## src/rtl/mcu_lsu_defs.sv

```systemverilog
// Shared definitions for the load/store unit: FSM encoding, byte-enable
// constants and the byte-lane enable helper.
package mcu_lsu_defs;

    typedef enum logic [1:0] {
        ST_IDLE   = 2'd0,
        ST_ACCESS = 2'd1,
        ST_WB     = 2'd2
    } lsu_state_e;

    localparam logic [3:0] BE_WORD = 4'b1111;
    localparam logic [3:0] PC_REG  = 4'd15;

    function automatic logic [3:0] lane_be(input logic [1:0] addr_lo, input logic is_byte);
        logic [3:0] be;
        if (is_byte) begin
            be = 4'b0001 << addr_lo;
        end else begin
            be = BE_WORD;
        end
        return be;
    endfunction

endpackage

```

## src/rtl/lsu_byte_lane.sv

```systemverilog
// Byte-lane steering: byte enables, replicated store data and
// zero-extended load data for the selected lane.
module lsu_byte_lane
    import mcu_lsu_defs::*;
(
    input  logic [1:0]  i_addr_lo,
    input  logic        i_is_byte,
    input  logic [31:0] i_store_data,
    input  logic [31:0] i_mem_rdata,
    output logic [3:0]  o_be,
    output logic [31:0] o_wdata,
    output logic [31:0] o_ldata
);

    logic [7:0] w_rd_byte;

    // Lane steering for store enables/data and load byte selection
    always_comb begin
        o_be = lane_be(i_addr_lo, i_is_byte);
        case (i_addr_lo)
            2'd0:    w_rd_byte = i_mem_rdata[7:0];
            2'd1:    w_rd_byte = i_mem_rdata[15:8];
            2'd2:    w_rd_byte = i_mem_rdata[23:16];
            2'd3:    w_rd_byte = i_mem_rdata[31:24];
            default: w_rd_byte = 8'd0;
        endcase
        if (i_is_byte) begin
            o_wdata = {4{i_store_data[7:0]}};
            o_ldata = {24'd0, w_rd_byte};
        end else begin
            o_wdata = i_store_data;
            o_ldata = i_mem_rdata;
        end
    end

endmodule

```

## src/rtl/load_store_unit.sv

```systemverilog
// Multi-cycle load/store stage: issues one req/ack memory transaction per op
// and returns load data to the register file or the PC-load port.
module load_store_unit
    import mcu_lsu_defs::*;
#(
    parameter int TIMEOUT = 16,
    parameter int TMO_W   = 5
) (
    input  logic        clk,
    input  logic        rst_n,
    input  logic        start,
    input  logic        is_load,
    input  logic        is_byte,
    input  logic [3:0]  rd,
    input  logic [31:0] addr,
    input  logic [31:0] store_data,
    output logic        busy,
    output logic        done,
    output logic        err,
    output logic        rf_we,
    output logic [3:0]  rf_a3,
    output logic [31:0] rf_wd3,
    output logic        pc_ld,
    output logic [31:0] pc_val,
    output logic        mem_req,
    output logic        mem_we,
    output logic [31:0] mem_addr,
    output logic [31:0] mem_wdata,
    output logic [3:0]  mem_be,
    input  logic [31:0] mem_rdata,
    input  logic        mem_ack
);

    localparam logic [TMO_W-1:0] TMO_LAST = TMO_W'(TIMEOUT - 1);

    lsu_state_e       r_state;
    lsu_state_e       w_state_nx;
    logic [TMO_W-1:0] r_tmo_cnt;
    logic [TMO_W-1:0] w_tmo_nx;

    logic        r_is_load;
    logic        r_is_byte;
    logic [3:0]  r_rd;
    logic [1:0]  r_addr_lo;

    logic        r_busy, r_done, r_err, r_rf_we, r_pc_ld, r_mem_req, r_mem_we;
    logic [3:0]  r_rf_a3, r_mem_be;
    logic [31:0] r_rf_wd3, r_pc_val, r_mem_addr, r_mem_wdata;

    logic        w_busy_nx, w_done_nx, w_err_nx, w_rf_we_nx, w_pc_ld_nx;
    logic        w_req_nx, w_we_nx;
    logic        w_accept, w_issue, w_capture;

    logic [1:0]  w_lane_addr_lo;
    logic        w_lane_is_byte;
    logic [3:0]  w_be;
    logic [31:0] w_wdata;
    logic [31:0] w_ldata;

    // During the access the lane follows the latched op; otherwise the live issue inputs
    always_comb begin
        if (r_state == ST_ACCESS) begin
            w_lane_addr_lo = r_addr_lo;
            w_lane_is_byte = r_is_byte;
        end else begin
            w_lane_addr_lo = addr[1:0];
            w_lane_is_byte = is_byte;
        end
    end

    lsu_byte_lane u_lane (
        .i_addr_lo    (w_lane_addr_lo),
        .i_is_byte    (w_lane_is_byte),
        .i_store_data (store_data),
        .i_mem_rdata  (mem_rdata),
        .o_be         (w_be),
        .o_wdata      (w_wdata),
        .o_ldata      (w_ldata)
    );

    // Next-state and next-output logic; WB accepts a new op so back-to-back issue works
    always_comb begin
        w_state_nx = r_state;
        w_tmo_nx   = r_tmo_cnt;
        w_busy_nx  = 1'b0;
        w_done_nx  = 1'b0;
        w_err_nx   = 1'b0;
        w_rf_we_nx = 1'b0;
        w_pc_ld_nx = 1'b0;
        w_req_nx   = r_mem_req;
        w_we_nx    = r_mem_we;
        w_accept   = 1'b0;
        w_issue    = 1'b0;
        w_capture  = 1'b0;
        case (r_state)
            ST_IDLE, ST_WB: begin
                w_state_nx = ST_IDLE;
                w_req_nx   = 1'b0;
                w_we_nx    = 1'b0;
                if (start) begin
                    w_accept = 1'b1;
                    if (!is_byte && (addr[1:0] != 2'b00)) begin
                        w_done_nx = 1'b1;
                        w_err_nx  = 1'b1;
                    end else begin
                        w_issue    = 1'b1;
                        w_state_nx = ST_ACCESS;
                        w_busy_nx  = 1'b1;
                        w_req_nx   = 1'b1;
                        w_we_nx    = !is_load;
                        w_tmo_nx   = {TMO_W{1'b0}};
                    end
                end else begin
                    w_accept = 1'b0;
                end
            end
            ST_ACCESS: begin
                w_busy_nx = 1'b1;
                if (mem_ack) begin
                    w_req_nx  = 1'b0;
                    w_we_nx   = 1'b0;
                    w_done_nx = 1'b1;
                    if (r_is_load) begin
                        w_capture  = 1'b1;
                        w_state_nx = ST_WB;
                        w_rf_we_nx = (r_rd != PC_REG);
                        w_pc_ld_nx = (r_rd == PC_REG);
                    end else begin
                        w_state_nx = ST_IDLE;
                    end
                end else if (r_tmo_cnt == TMO_LAST) begin
                    w_req_nx   = 1'b0;
                    w_we_nx    = 1'b0;
                    w_done_nx  = 1'b1;
                    w_err_nx   = 1'b1;
                    w_state_nx = ST_IDLE;
                end else begin
                    w_tmo_nx = r_tmo_cnt + TMO_W'(1);
                end
            end
            default: begin
                w_state_nx = ST_IDLE;
                w_req_nx   = 1'b0;
                w_we_nx    = 1'b0;
            end
        endcase
    end

    // FSM state and timeout counter
    always_ff @(posedge clk or negedge rst_n) begin
        if (!rst_n) begin
            r_state   <= ST_IDLE;
            r_tmo_cnt <= {TMO_W{1'b0}};
        end else begin
            r_state   <= w_state_nx;
            r_tmo_cnt <= w_tmo_nx;
        end
    end

    // Op latch, memory interface and writeback output registers
    always_ff @(posedge clk or negedge rst_n) begin
        if (!rst_n) begin
            r_is_load   <= 1'b0;
            r_is_byte   <= 1'b0;
            r_rd        <= 4'd0;
            r_addr_lo   <= 2'd0;
            r_busy      <= 1'b0;
            r_done      <= 1'b0;
            r_err       <= 1'b0;
            r_rf_we     <= 1'b0;
            r_pc_ld     <= 1'b0;
            r_mem_req   <= 1'b0;
            r_mem_we    <= 1'b0;
            r_rf_a3     <= 4'd0;
            r_rf_wd3    <= 32'd0;
            r_pc_val    <= 32'd0;
            r_mem_addr  <= 32'd0;
            r_mem_wdata <= 32'd0;
            r_mem_be    <= 4'd0;
        end else begin
            r_busy    <= w_busy_nx;
            r_done    <= w_done_nx;
            r_err     <= w_err_nx;
            r_rf_we   <= w_rf_we_nx;
            r_pc_ld   <= w_pc_ld_nx;
            r_mem_req <= w_req_nx;
            r_mem_we  <= w_we_nx;
            if (w_accept) begin
                r_is_load <= is_load;
                r_is_byte <= is_byte;
                r_rd      <= rd;
                r_addr_lo <= addr[1:0];
            end
            if (w_issue) begin
                r_mem_addr  <= {addr[31:2], 2'b00};
                r_mem_be    <= w_be;
                r_mem_wdata <= w_wdata;
            end
            if (w_capture && (r_rd != PC_REG)) begin
                r_rf_a3  <= r_rd;
                r_rf_wd3 <= w_ldata;
            end
            if (w_capture && (r_rd == PC_REG)) begin
                r_pc_val <= w_ldata;
            end
        end
    end

    assign busy      = r_busy;
    assign done      = r_done;
    assign err       = r_err;
    assign rf_we     = r_rf_we;
    assign rf_a3     = r_rf_a3;
    assign rf_wd3    = r_rf_wd3;
    assign pc_ld     = r_pc_ld;
    assign pc_val    = r_pc_val;
    assign mem_req   = r_mem_req;
    assign mem_we    = r_mem_we;
    assign mem_addr  = r_mem_addr;
    assign mem_wdata = r_mem_wdata;
    assign mem_be    = r_mem_be;

endmodule

```

## config.mk

```make
export PLATFORM = sky130hd
export DESIGN_NAME = load_store_unit
export DESIGN_NICKNAME = d
export VERILOG_FILES = /design/src/rtl/mcu_lsu_defs.sv /design/src/rtl/lsu_byte_lane.sv /design/src/rtl/load_store_unit.sv
export SDC_FILE = /design/constraint.sdc
export NUM_CORES = 1
export LEC_CHECK = 0
export CAP_MARGIN = 20
export CORE_ASPECT_RATIO = 0.6
export CORE_UTILIZATION = 35
export CTS_CLUSTER_SIZE = 20
export DETAILED_ROUTE_END_ITERATION = 16
export PLACE_DENSITY = 0.65
export SYNTH_ARGS = -nofsm -noshare
export SYNTH_HDL_FRONTEND = slang
export SYNTH_HIERARCHICAL = 1
export SYNTH_SLANG_ARGS = --single-unit
```

## constraint.sdc

```tcl
create_clock -name clk -period 4.1 [get_ports clk]
set_input_delay 0.615 -clock clk [delete_from_list [all_inputs] [get_ports clk]]
set_output_delay 0.615 -clock clk [all_outputs]
set_load 0.02 [all_outputs]
```

==> summary.md <==
| Metric | Value |
|---|---|
| Hold Crit Class | in -> async |
| Clock latency on the worst-skew pair | 0.42 ns |
| Port Buffer Count | 246 |
| Post-synth top area share | 56.22% |
| Final Setup Violations | 0 |
| Slew @ Worst Pin | 1.057 ns |
| Post-synthesis simple-gate area fraction | 5.766% |
| Synthesized area per cell | 13.75 sq um |
| Most common cell in the netlist | dfrtp_1 |
| Register Area | 3904 sq um |
| Top FF cell, synth | dfrtp_1 |
| Synth Register Bits | 156 |
| PD cells | 624.7 nW/um^2 |
| Critical Path Start Type | register |
| WP data required | 4.41 ns |
| Post-synthesis mux area share | 25.59% |
| Final setup margin | 1.393 ns |
| # diodes | 0 |
| Fillers | 1665 |
| Post-synth top cells | dfrtp_1, mux2_2, inv_1 |
| Post-synth EDFFs | 0 |
| Clock-pin slew on the worst setup and hold paths | 0.07 ns |
| Crit path time final | 2.707 ns |
| Final Core Density | 52.29% |
| Nets | 848 |
| Fin crit share | 66.02% |
| Asr flop ratio synth | 100.0% |
| Kind of end point of the critical path | register |
| Slew Viols, Final | 0 |
| F_max | 0.3694 GHz |
| Root buf cell | clkbuf_16 |
| RSZ-0062 raised after global routing | false |
| Distinct cells, synth | 42 |
| Post-route ant nets | 0 |
| CTS hold repair buffers | 0 |
| Wire per inst | 18.25 um |
| Gr usage total | 18.76% |
| Cell Area, Synth | 6944 sq um |
| Synthesized instance count | 505 |
| Die Y | 111.1 um |
| Core ar. | 19230 sq um |
| Multi-input logic area | 2605 sq um |
| DRC Markers | 0 |
| Die Width | 183.8 um |
| Pre-CTS WS | 1.097 ns |
| TritonCTS clock tree | done |
| CTS Buffer Depth | 2 |
| IO Pins | 249 |
| Post-DP HPWL | 13350 um |
| Resized Gates After CTS | 0 |
| Largest family of logic cells by synthesized area | multiplexers |
| Setup TNS | 0 ns |
| DRT iter0 DRCs | 241 |
| Outcome | complete, no violations |
| Clk sinks | 156 |
| Inserted Clock Buffers | 17 |
| Gr ovfl total | 0 |
| Initial cell density of the core | 36.12% |
| Layout cells sized above 1 | 25.00% |
| Worst Path Arrival | 3.02 ns |
| Setup slack, reg-to-reg | 1.39 ns |
| Worst Skew | 0.007844 ns |
| Adder-cell share of the synthesized area | 0.5405% |
| Post-CTS Setup Inserts | 0 |
| Max-cap violations | 0 |
| Worst rel slew slack | 29.40% |
| DR vias/cell | 4.691 |
| Synthesis-to-finish area growth | 44.77% |
| Worst setup path category | reg -> reg |
| Final WL | 18580 um |
| Worst VDD drop | 0.4152 mV |
| Sequential-to-total area share from yosys stat | 56.22% |
| Largest net degree at the start of global routing | 115 |
| Final Hold Vio Count | 0 |
| Post-synthesis xor/xnor area fraction | 0.2523% |
| Die ar. | 20430 sq um |
| Initial antenna violation count | 1 |
| Via count | 4775 |
| Vias in the first global route | 5153 |
| 1st-pass router iterations | 5 |
| Wire length of the first global-routing pass | 29190 um |
| Leading post-synthesis cells by cell area | dfrtp_1, mux2_2, mux2_4 |
| Leak pwr | 4.507 nW |
| Synth area leader | dfrtp_1 |
| Gpl congestion | 0.8013 |
| CP Max Fanout | 24 |
| Rows | 39 |
| Compound-cell area share of the yosys netlist | 5.153% |
| Yosys warning count | 6 |
| Pwr Total | 6.281 mW |
| Hold WS | 0.1411 ns |
| Htree depth | 4 |
==> cell type report <==
cell class / count / share of cell area [%]
clock buffer: 23 / 4.754
tap: 266 / 3.311
multi-input combinational: 274 / 25.91
clock inverter: 9 / 0.6223
sequential: 156 / 38.83
inverter: 38 / 1.419
timing repair buffer: 252 / 25.15
==> flip-flops by register name (all words and copies together), names as in the netlist, 2 cells and up <==
name / cells
r_tmo_cnt: 5
mem_wdata: 32
pc_val: 32
r_rd: 4
r_state: 2
r_addr_lo: 2
rf_wd3: 32
mem_be: 4
rf_a3: 4
mem_addr: 30
==> per-stage QoR <==
stage / cell area [sq um] / instances
after floorplan: 6948 / 506
after global placement: 9485 / 985
after detailed placement: 9485 / 985
after CTS: 10030 / 1017
after global routing: 10050 / 1018
final: 10050 / 1018
==> power by group <==
part,total [mW],switching (mW),leakage [nW],internal (mW)
clock network,1.45,0.626,0.267,0.823
registers,2.30,0.288,1.95,2.02
logic,2.53,1.18,2.29,1.35
==> cell families after synthesis <==
logic type | count (synthesis)
buffers and inverters | 76
other | 1
AO/OA/AOI/OAI | 54
AND/OR/NAND/NOR | 63
multiplexers | 150
adder cells (fa/ha/maj) | 3
XOR/XNOR | 2
flip-flops | 156
==> critical path: stages (launching register included) <==
cell and delay, ns:
dfrtp_1 0.57, nand2b_1 0.22, mux2_2 0.59, nor2b_1 0.69, a222oi_1 0.20, mux2_2 0.32
==> layout by cell type, fill, tap and decap left out, drive strengths merged, types with 4 or more instances in the layout <==
cell	count
mux2	142
nor2b	30
inv	39
o21ai	31
clkdlybuf4s50	245
mux2i	8
buf	7
a21oi	4
and2b	4
a222oi	8
dfrtp	156
nand2b	4
nand2	12
clkbuf	23
clkinv	7
==> metal layers <==
| metal | part of all wire, % | global-route usage, % |
|---|---|---|
| met2 | 44 | 27.88 |
| met1 | 47 | 25.21 |
| met5 | 0 | 0 |
| met3 | 9.0 | 7.983 |
| met4 | 0.59 | 4.222 |
==> path summary, 6_finish.rpt <==
path	from	end	depth (start not counted)
min in group clk	mem_we	mem_we	2
hold / removal	rst_n	mem_addr[26]	1
max in group asynchronous	rst_n	mem_addr[7]	3
setup reg to reg	r_state[0]	pc_val[3]	5
hold reg to reg	mem_we	mem_we	2
setup / recovery	r_state[0]	pc_val[3]	5
(Power assumes the default switching activity.)
